**src/rtl/frame_sync_pkg.sv**
```systemverilog
// -----------------------------------------------------------------------------
// frame_sync_pkg
// Shared definitions for the frame synchronisation monitor:
//   - fs_state_e     : monitor state (IDLE / ACTIVE)
//   - H_ACTIVE_DEF   : default active pixels per line
//   - V_ACTIVE_DEF   : default active lines per frame
//   - FRAME_CNT_W    : width of the completed-frame counter
// -----------------------------------------------------------------------------
package frame_sync_pkg;

    typedef enum logic [0:0] {
        IDLE   = 1'b0,
        ACTIVE = 1'b1
    } fs_state_e;

    localparam int H_ACTIVE_DEF = 1280;
    localparam int V_ACTIVE_DEF = 720;
    localparam int FRAME_CNT_W  = 16;

endpackage

```
**src/rtl/frame_sync_detect.sv**
```systemverilog
// -----------------------------------------------------------------------------
// frame_sync_detect
// Passive monitor on an AXI4-Stream video path. It tracks pixel/line position
// of observed transfers against the active resolution and pulses frame_done
// when the last pixel of a complete frame is transferred. It never drives
// ready; it only watches handshakes.
//
// Configuration macro:
//   FRAME_SYNC_STRICT_EN  defined  : line length is checked; tlast on the wrong
//                                    pixel, or pixel H_ACTIVE without tlast,
//                                    aborts the frame with frame_err.
//                         undefined: any tlast ends a line; frame_err only
//                                    flags an early start-of-frame.
//
// Ports:
//   clk         in   video stream clock
//   n_rst       in   asynchronous active-low reset
//   s_tvalid    in   observed stream valid
//   s_tready    in   observed stream ready (xfer = valid & ready)
//   s_tuser     in   start-of-frame marker
//   s_tlast     in   end-of-line marker
//   frame_done  out  1-cycle pulse, complete well-formed frame ended
//   frame_err   out  1-cycle pulse, framing violation
//   in_frame    out  high while inside a frame
//   frame_cnt   out  completed frame count, wraps at 0xFFFF
// -----------------------------------------------------------------------------
module frame_sync_detect
    import frame_sync_pkg::*;
#(
    parameter int H_ACTIVE = H_ACTIVE_DEF,
    parameter int V_ACTIVE = V_ACTIVE_DEF
) (
    input  logic                   clk,
    input  logic                   n_rst,
    input  logic                   s_tvalid,
    input  logic                   s_tready,
    input  logic                   s_tuser,
    input  logic                   s_tlast,
    output logic                   frame_done,
    output logic                   frame_err,
    output logic                   in_frame,
    output logic [FRAME_CNT_W-1:0] frame_cnt
);

    localparam int PIX_W  = $clog2(H_ACTIVE + 1);
    localparam int LINE_W = $clog2(V_ACTIVE + 1);

    localparam logic [PIX_W-1:0]       PIX_ZERO  = {PIX_W{1'b0}};
    localparam logic [PIX_W-1:0]       PIX_ONE   = PIX_W'(1);
    localparam logic [PIX_W-1:0]       PIX_LAST  = PIX_W'(H_ACTIVE);
    localparam logic [LINE_W-1:0]      LINE_ZERO = {LINE_W{1'b0}};
    localparam logic [LINE_W-1:0]      LINE_ONE  = LINE_W'(1);
    localparam logic [LINE_W-1:0]      LINE_LAST = LINE_W'(V_ACTIVE - 1);
    localparam logic [FRAME_CNT_W-1:0] FCNT_ONE  = FRAME_CNT_W'(1);

    fs_state_e               state_r,      state_s;
    logic [PIX_W-1:0]        pix_cnt_r,    pix_cnt_s;
    logic [LINE_W-1:0]       line_cnt_r,   line_cnt_s;
    logic [FRAME_CNT_W-1:0]  frame_cnt_r,  frame_cnt_s;
    logic                    frame_done_r, frame_done_s;
    logic                    frame_err_r,  frame_err_s;

    logic                    xfer_s;
    logic                    take_beat_s;
    logic                    sof_err_s;
    logic                    len_err_s;
    logic                    eol_s;
    logic [PIX_W-1:0]        pix_num_s;
    logic [LINE_W-1:0]       line_num_s;

    // Position of the current beat; an SOF beat always restarts at pixel 1 of
    // line 0 so a simultaneous tlast is judged against pixel 1.
    always_comb begin
        pix_num_s  = PIX_ONE;
        line_num_s = LINE_ZERO;
        if (s_tuser) begin
            pix_num_s  = PIX_ONE;
            line_num_s = LINE_ZERO;
        end else if (pix_cnt_r == PIX_LAST) begin
            // Only reachable in the relaxed build: saturate instead of wrapping.
            pix_num_s  = PIX_LAST;
            line_num_s = line_cnt_r;
        end else begin
            pix_num_s  = pix_cnt_r + PIX_ONE;
            line_num_s = line_cnt_r;
        end
    end

    // Line-end / line-length classification of the current beat.
`ifdef FRAME_SYNC_STRICT_EN
    always_comb begin
        eol_s     = s_tlast & (pix_num_s == PIX_LAST);
        len_err_s = s_tlast ^ (pix_num_s == PIX_LAST);
    end
`else
    always_comb begin
        eol_s     = s_tlast;
        len_err_s = 1'b0;
    end
`endif

    // Next-state, counter and pulse logic.
    always_comb begin
        state_s      = state_r;
        pix_cnt_s    = pix_cnt_r;
        line_cnt_s   = line_cnt_r;
        frame_cnt_s  = frame_cnt_r;
        frame_done_s = 1'b0;
        frame_err_s  = 1'b0;
        take_beat_s  = 1'b0;
        sof_err_s    = 1'b0;
        xfer_s       = s_tvalid & s_tready;

        case (state_r)
            IDLE: begin
                // Beats before an SOF (mid-frame join) are ignored.
                take_beat_s = xfer_s & s_tuser;
                sof_err_s   = 1'b0;
            end
            ACTIVE: begin
                take_beat_s = xfer_s;
                sof_err_s   = xfer_s & s_tuser;
            end
            default: begin
                take_beat_s = 1'b0;
                sof_err_s   = 1'b0;
            end
        endcase

        if (take_beat_s) begin
            if (len_err_s) begin
                state_s     = IDLE;
                pix_cnt_s   = PIX_ZERO;
                line_cnt_s  = LINE_ZERO;
                frame_err_s = 1'b1;
            end else if (eol_s) begin
                pix_cnt_s   = PIX_ZERO;
                frame_err_s = sof_err_s;
                if (line_num_s == LINE_LAST) begin
                    // sof_err_s implies line 0, which is never the last line,
                    // so done and err cannot coincide here.
                    state_s      = IDLE;
                    line_cnt_s   = LINE_ZERO;
                    frame_done_s = 1'b1;
                    frame_cnt_s  = frame_cnt_r + FCNT_ONE;
                end else begin
                    state_s    = ACTIVE;
                    line_cnt_s = line_num_s + LINE_ONE;
                end
            end else begin
                state_s     = ACTIVE;
                pix_cnt_s   = pix_num_s;
                line_cnt_s  = line_num_s;
                frame_err_s = sof_err_s;
            end
        end else begin
            state_s = state_r;
        end
    end

    // State, counters and output pulse registers.
    always_ff @(posedge clk or negedge n_rst) begin
        if (!n_rst) begin
            state_r      <= IDLE;
            pix_cnt_r    <= PIX_ZERO;
            line_cnt_r   <= LINE_ZERO;
            frame_cnt_r  <= {FRAME_CNT_W{1'b0}};
            frame_done_r <= 1'b0;
            frame_err_r  <= 1'b0;
        end else begin
            state_r      <= state_s;
            pix_cnt_r    <= pix_cnt_s;
            line_cnt_r   <= line_cnt_s;
            frame_cnt_r  <= frame_cnt_s;
            frame_done_r <= frame_done_s;
            frame_err_r  <= frame_err_s;
        end
    end

    assign frame_done = frame_done_r;
    assign frame_err  = frame_err_r;
    assign in_frame   = (state_r == ACTIVE);
    assign frame_cnt  = frame_cnt_r;

endmodule

```
**config.mk**
```make
export PLATFORM = sky130hd
export DESIGN_NAME = frame_sync_detect
export DESIGN_NICKNAME = d
export VERILOG_FILES = /design/src/rtl/frame_sync_pkg.sv /design/src/rtl/frame_sync_detect.sv
export SDC_FILE = /design/constraint.sdc
export NUM_CORES = 1
export LEC_CHECK = 0
export CELL_PAD_IN_SITES_DETAIL_PLACEMENT = 0
export CELL_PAD_IN_SITES_GLOBAL_PLACEMENT = 1
export CORE_MARGIN = 2
export CORE_UTILIZATION = 44
export CTS_CLUSTER_SIZE = 30
export DETAILED_ROUTE_END_ITERATION = 10
export PLACE_DENSITY = 0.92
export SYNTH_ARGS = -nofsm -noshare
export SYNTH_HDL_FRONTEND = slang
export SYNTH_SLANG_ARGS = --single-unit
```
**constraint.sdc**
```tcl
create_clock -name clk -period 3.6 [get_ports clk]
set_input_delay 0.72 -clock clk [delete_from_list [all_inputs] [get_ports clk]]
set_output_delay 0.72 -clock clk [all_outputs]
set_load 0.1 [all_outputs]
```
==> results.yml <==
synth:
  postSynthAreaPerCell_sq_um: 9.917
  ys_types: 39
  synth_top_area_share_pct: 45.17
  synth-main-ff-cell: "dfrtp_1"
  synth_fp_nets: 170
  yosysSeqAreaShare_pct: 45.17
  synth-async-reset-ratio_pct: 100.0
  synth_area_leaders: "dfrtp_1 (45%), xor2_1 (6.0%), nand2_1 (3.5%)"
  synth_area_sq_um: 1607
  synth-edff-count: 0
  syn_inst: 162
  yosysTopAreaCell: "dfrtp_1"
  synth.ff_latch_count: 29
  ys_warn_count: 0
floorplan:
  num_rows: 21
  ios: 25
  dieArea_sq_um: 4151
  coreArea_sq_um: 3416
  fp.dieW_um: 64.43
  die_h_um: 64.43
  initial_core_util_pct: 47.03
setup_path:
  crit_family: "buffers and inverters"
  worstPathArrival_ns: 1.96
  cp-end-kind: "primary output"
  cp_slowest_cell: "clkdlybuf4s50_1"
  crit_path_cell_trace: "clkdlybuf4s50_1"
  critPathLaunchType: "register"
  criticalPathCategory: "reg -> out"
  crit_buf_inv: 1
  critPathMaxStageDelay_ns: 1.17
  path_max_fanout: 5
  worstPathRequired_ns: 2.88
finish:
  fillCellCount: 307
  nets: 196
  diodes: 0
  multi_input_area_sq_um: 808.3
  drive_above_1_share_pct: 12.70
  area_growth_pct: 19.78
  seq_area_sq_um: 725.7
drt:
  wire_per_inst_um: 14.35
  dr.pass1.iters: 4
  num_vias: 1292
  drtIter0Drc: 56
  drcViolationCount: 0
  vias_per_cell: 5.498
  routed_wl_um: 3372
  drtAntennaViolNets: 0
grt:
  grt_antenna_before_repair: 0
  first_global_vias: 1270
  grt_util_all_layers_pct: 18.72
  grt_overflow: 0
  grt_first_pass_wirelength_um: 6023
  grt_max_degree: 30
clock_tree:
  cts_htree_levels: 2
  cts_resized: 0
  cts_inserted_buffers: 5
  cts_tree: "yes"
  cts.sinks: 29
  clk_latency_ns: 0.34
  clk_pin_slew_ns: 0.10
  cts_setup_buffers: 0
  clock_tree.buffer_depth: 2
  cts_hold_buf: 0
  clockRootBuffer: "clkbuf_4"
flow_run:
  drv_cap: 0
sta:
  hold_viol_final: 0
  max_freq_mhz: 372.9
  fin_skew_ns: 0.01679
  setup_viol: 0
  fin_crit_sh_pct: 74.49
  worstMarginPinSlew_ns: 0.9752
  slew_violations: 0
  layout_min_cycle_time_ns: 2.682
  rsz0062_at_grt: "false"
  finalSetupTns_ns: 0
  whs_ns: 0.4809
  slew_headroom_pct: 34.78
hold_path:
  hp-class: "reg -> reg"
place:
  portBuffers: 24
  gp_congestion: 0.7900
  dp_hpwl_um: 2347
power_and_ir_drop:
  cellLeakagePower_nw: 0.8827
  p_total_w: 0.0005989
  ir_drop_mv: 0.2310
  p_per_area_nw_per_um2: 311.2
outcome:
  status: "completed"
[synth_stat cells (all sizes together) (2+ instances only)]
| library cell | n |
|---|---|
| nor2b | 2 |
| nand3 | 8 |
| nor2 | 5 |
| nand2 | 17 |
| nor3 | 12 |
| and3 | 5 |
| o21ai | 10 |
| xnor2 | 5 |
| clkbuf | 3 |
| xor2 | 11 |
| or3 | 2 |
| o2111ai | 2 |
| nand4 | 6 |
| buf | 4 |
| nor4 | 4 |
| a31oi | 6 |
| o221ai | 2 |
| ha | 2 |
| o211ai | 5 |
| and2 | 3 |
| a21oi | 4 |
| and4b | 2 |
| inv | 7 |
| dfrtp | 29 |
[area by class of cell]
class                           count  share of cell area (%)
Timing Repair Buffer               26                   13.26
Clock inverter                      2                  0.5202
Tap cell                           46                   2.991
Inverter                            7                   1.365
Sequential cell                    29                   37.71
Clock buffer                        6                   2.146
Multi-Input combinational cell    119                   42.00
[per-layer routing]
layer / routed length (um) / share of wire [%] / global-route usage (%)
met1: 1623 / 48 / 25.90
met2: 1549 / 46 / 28.13
met3: 128 / 3.8 / 3.472
met4: 71 / 2.1 / 9.574
met5: 0 / 0 / 0
[through the flow]
stage | util (%) | area [sq um] | setup slack (ns) | instances
finish | 56.34 | 1924 | 0.9184 | 235
CTS | 56.34 | 1924 | 0.9189 | 235
global placement | 54.84 | 1873 | 0.7099 | 227
detailed placement | 54.84 | 1873 | 0.6064 | 227
global route | 56.34 | 1924 | 0.8392 | 235
floorplan | - | 1607 | 1.292 | 162
[cell usage in the layout (no fill, tap or decap), types with 3 or more instances in the layout]
master / n
and2_1: 3
nor3_1: 10
xnor2_1: 5
a31oi_1: 6
nand2_1: 15
xor2_1: 11
o211ai_1: 5
clkbuf_4: 5
o21ai_0: 10
nand4_1: 5
nand3_1: 7
clkdlybuf4s50_1: 24
nor2_1: 5
inv_1: 7
and3_2: 3
nor4_2: 3
dfrtp_1: 29
a21oi_1: 4
[kinds of logic after synthesis]
logic type / synth area share, %
mux: 0.7009
compound gates: 11.84
buf+inv: 4.517
fa+ha+maj: 1.557
xor+xnor: 8.722
simple gates: 27.49
flops: 45.17
[power by group]
| group | total (W) | internal [W] | switching, W | leakage, nW |
|---|---|---|---|---|
| Clock | 0.000192 | 0.0000742 | 0.000118 | 0.0320 |
| Combinational | 0.0000654 | 0.0000216 | 0.0000438 | 0.471 |
| Sequential | 0.000342 | 0.000334 | 0.00000795 | 0.380 |
| Total | 0.000599 | 0.000430 | 0.000169 | 0.883 |
[final timing paths]
check	cells after the start	slack, ns	to	start
setup / recovery	1	0.92	frame_cnt[0]	frame_cnt[0]
hold / removal	1	0.48	frame_cnt[15]	frame_cnt[15]
setup reg to reg	6	1.45	frame_cnt[1]	line_cnt_r[0]
hold reg to reg	1	0.48	frame_cnt[15]	frame_cnt[15]
max in group asynchronous	2	2.56	frame_cnt[13]	n_rst
min in group asynchronous	2	0.76	line_cnt_r[5]	n_rst
[state kept, by name (all words and copies together) (netlist names)]
| name | count |
|---|---|
| frame_cnt | 16 |
| frame_err | 1 |
| line_cnt_r | 10 |
| frame_done | 1 |
| in_frame | 1 |
No activity file was read; power rests on OpenSTA's default activity.
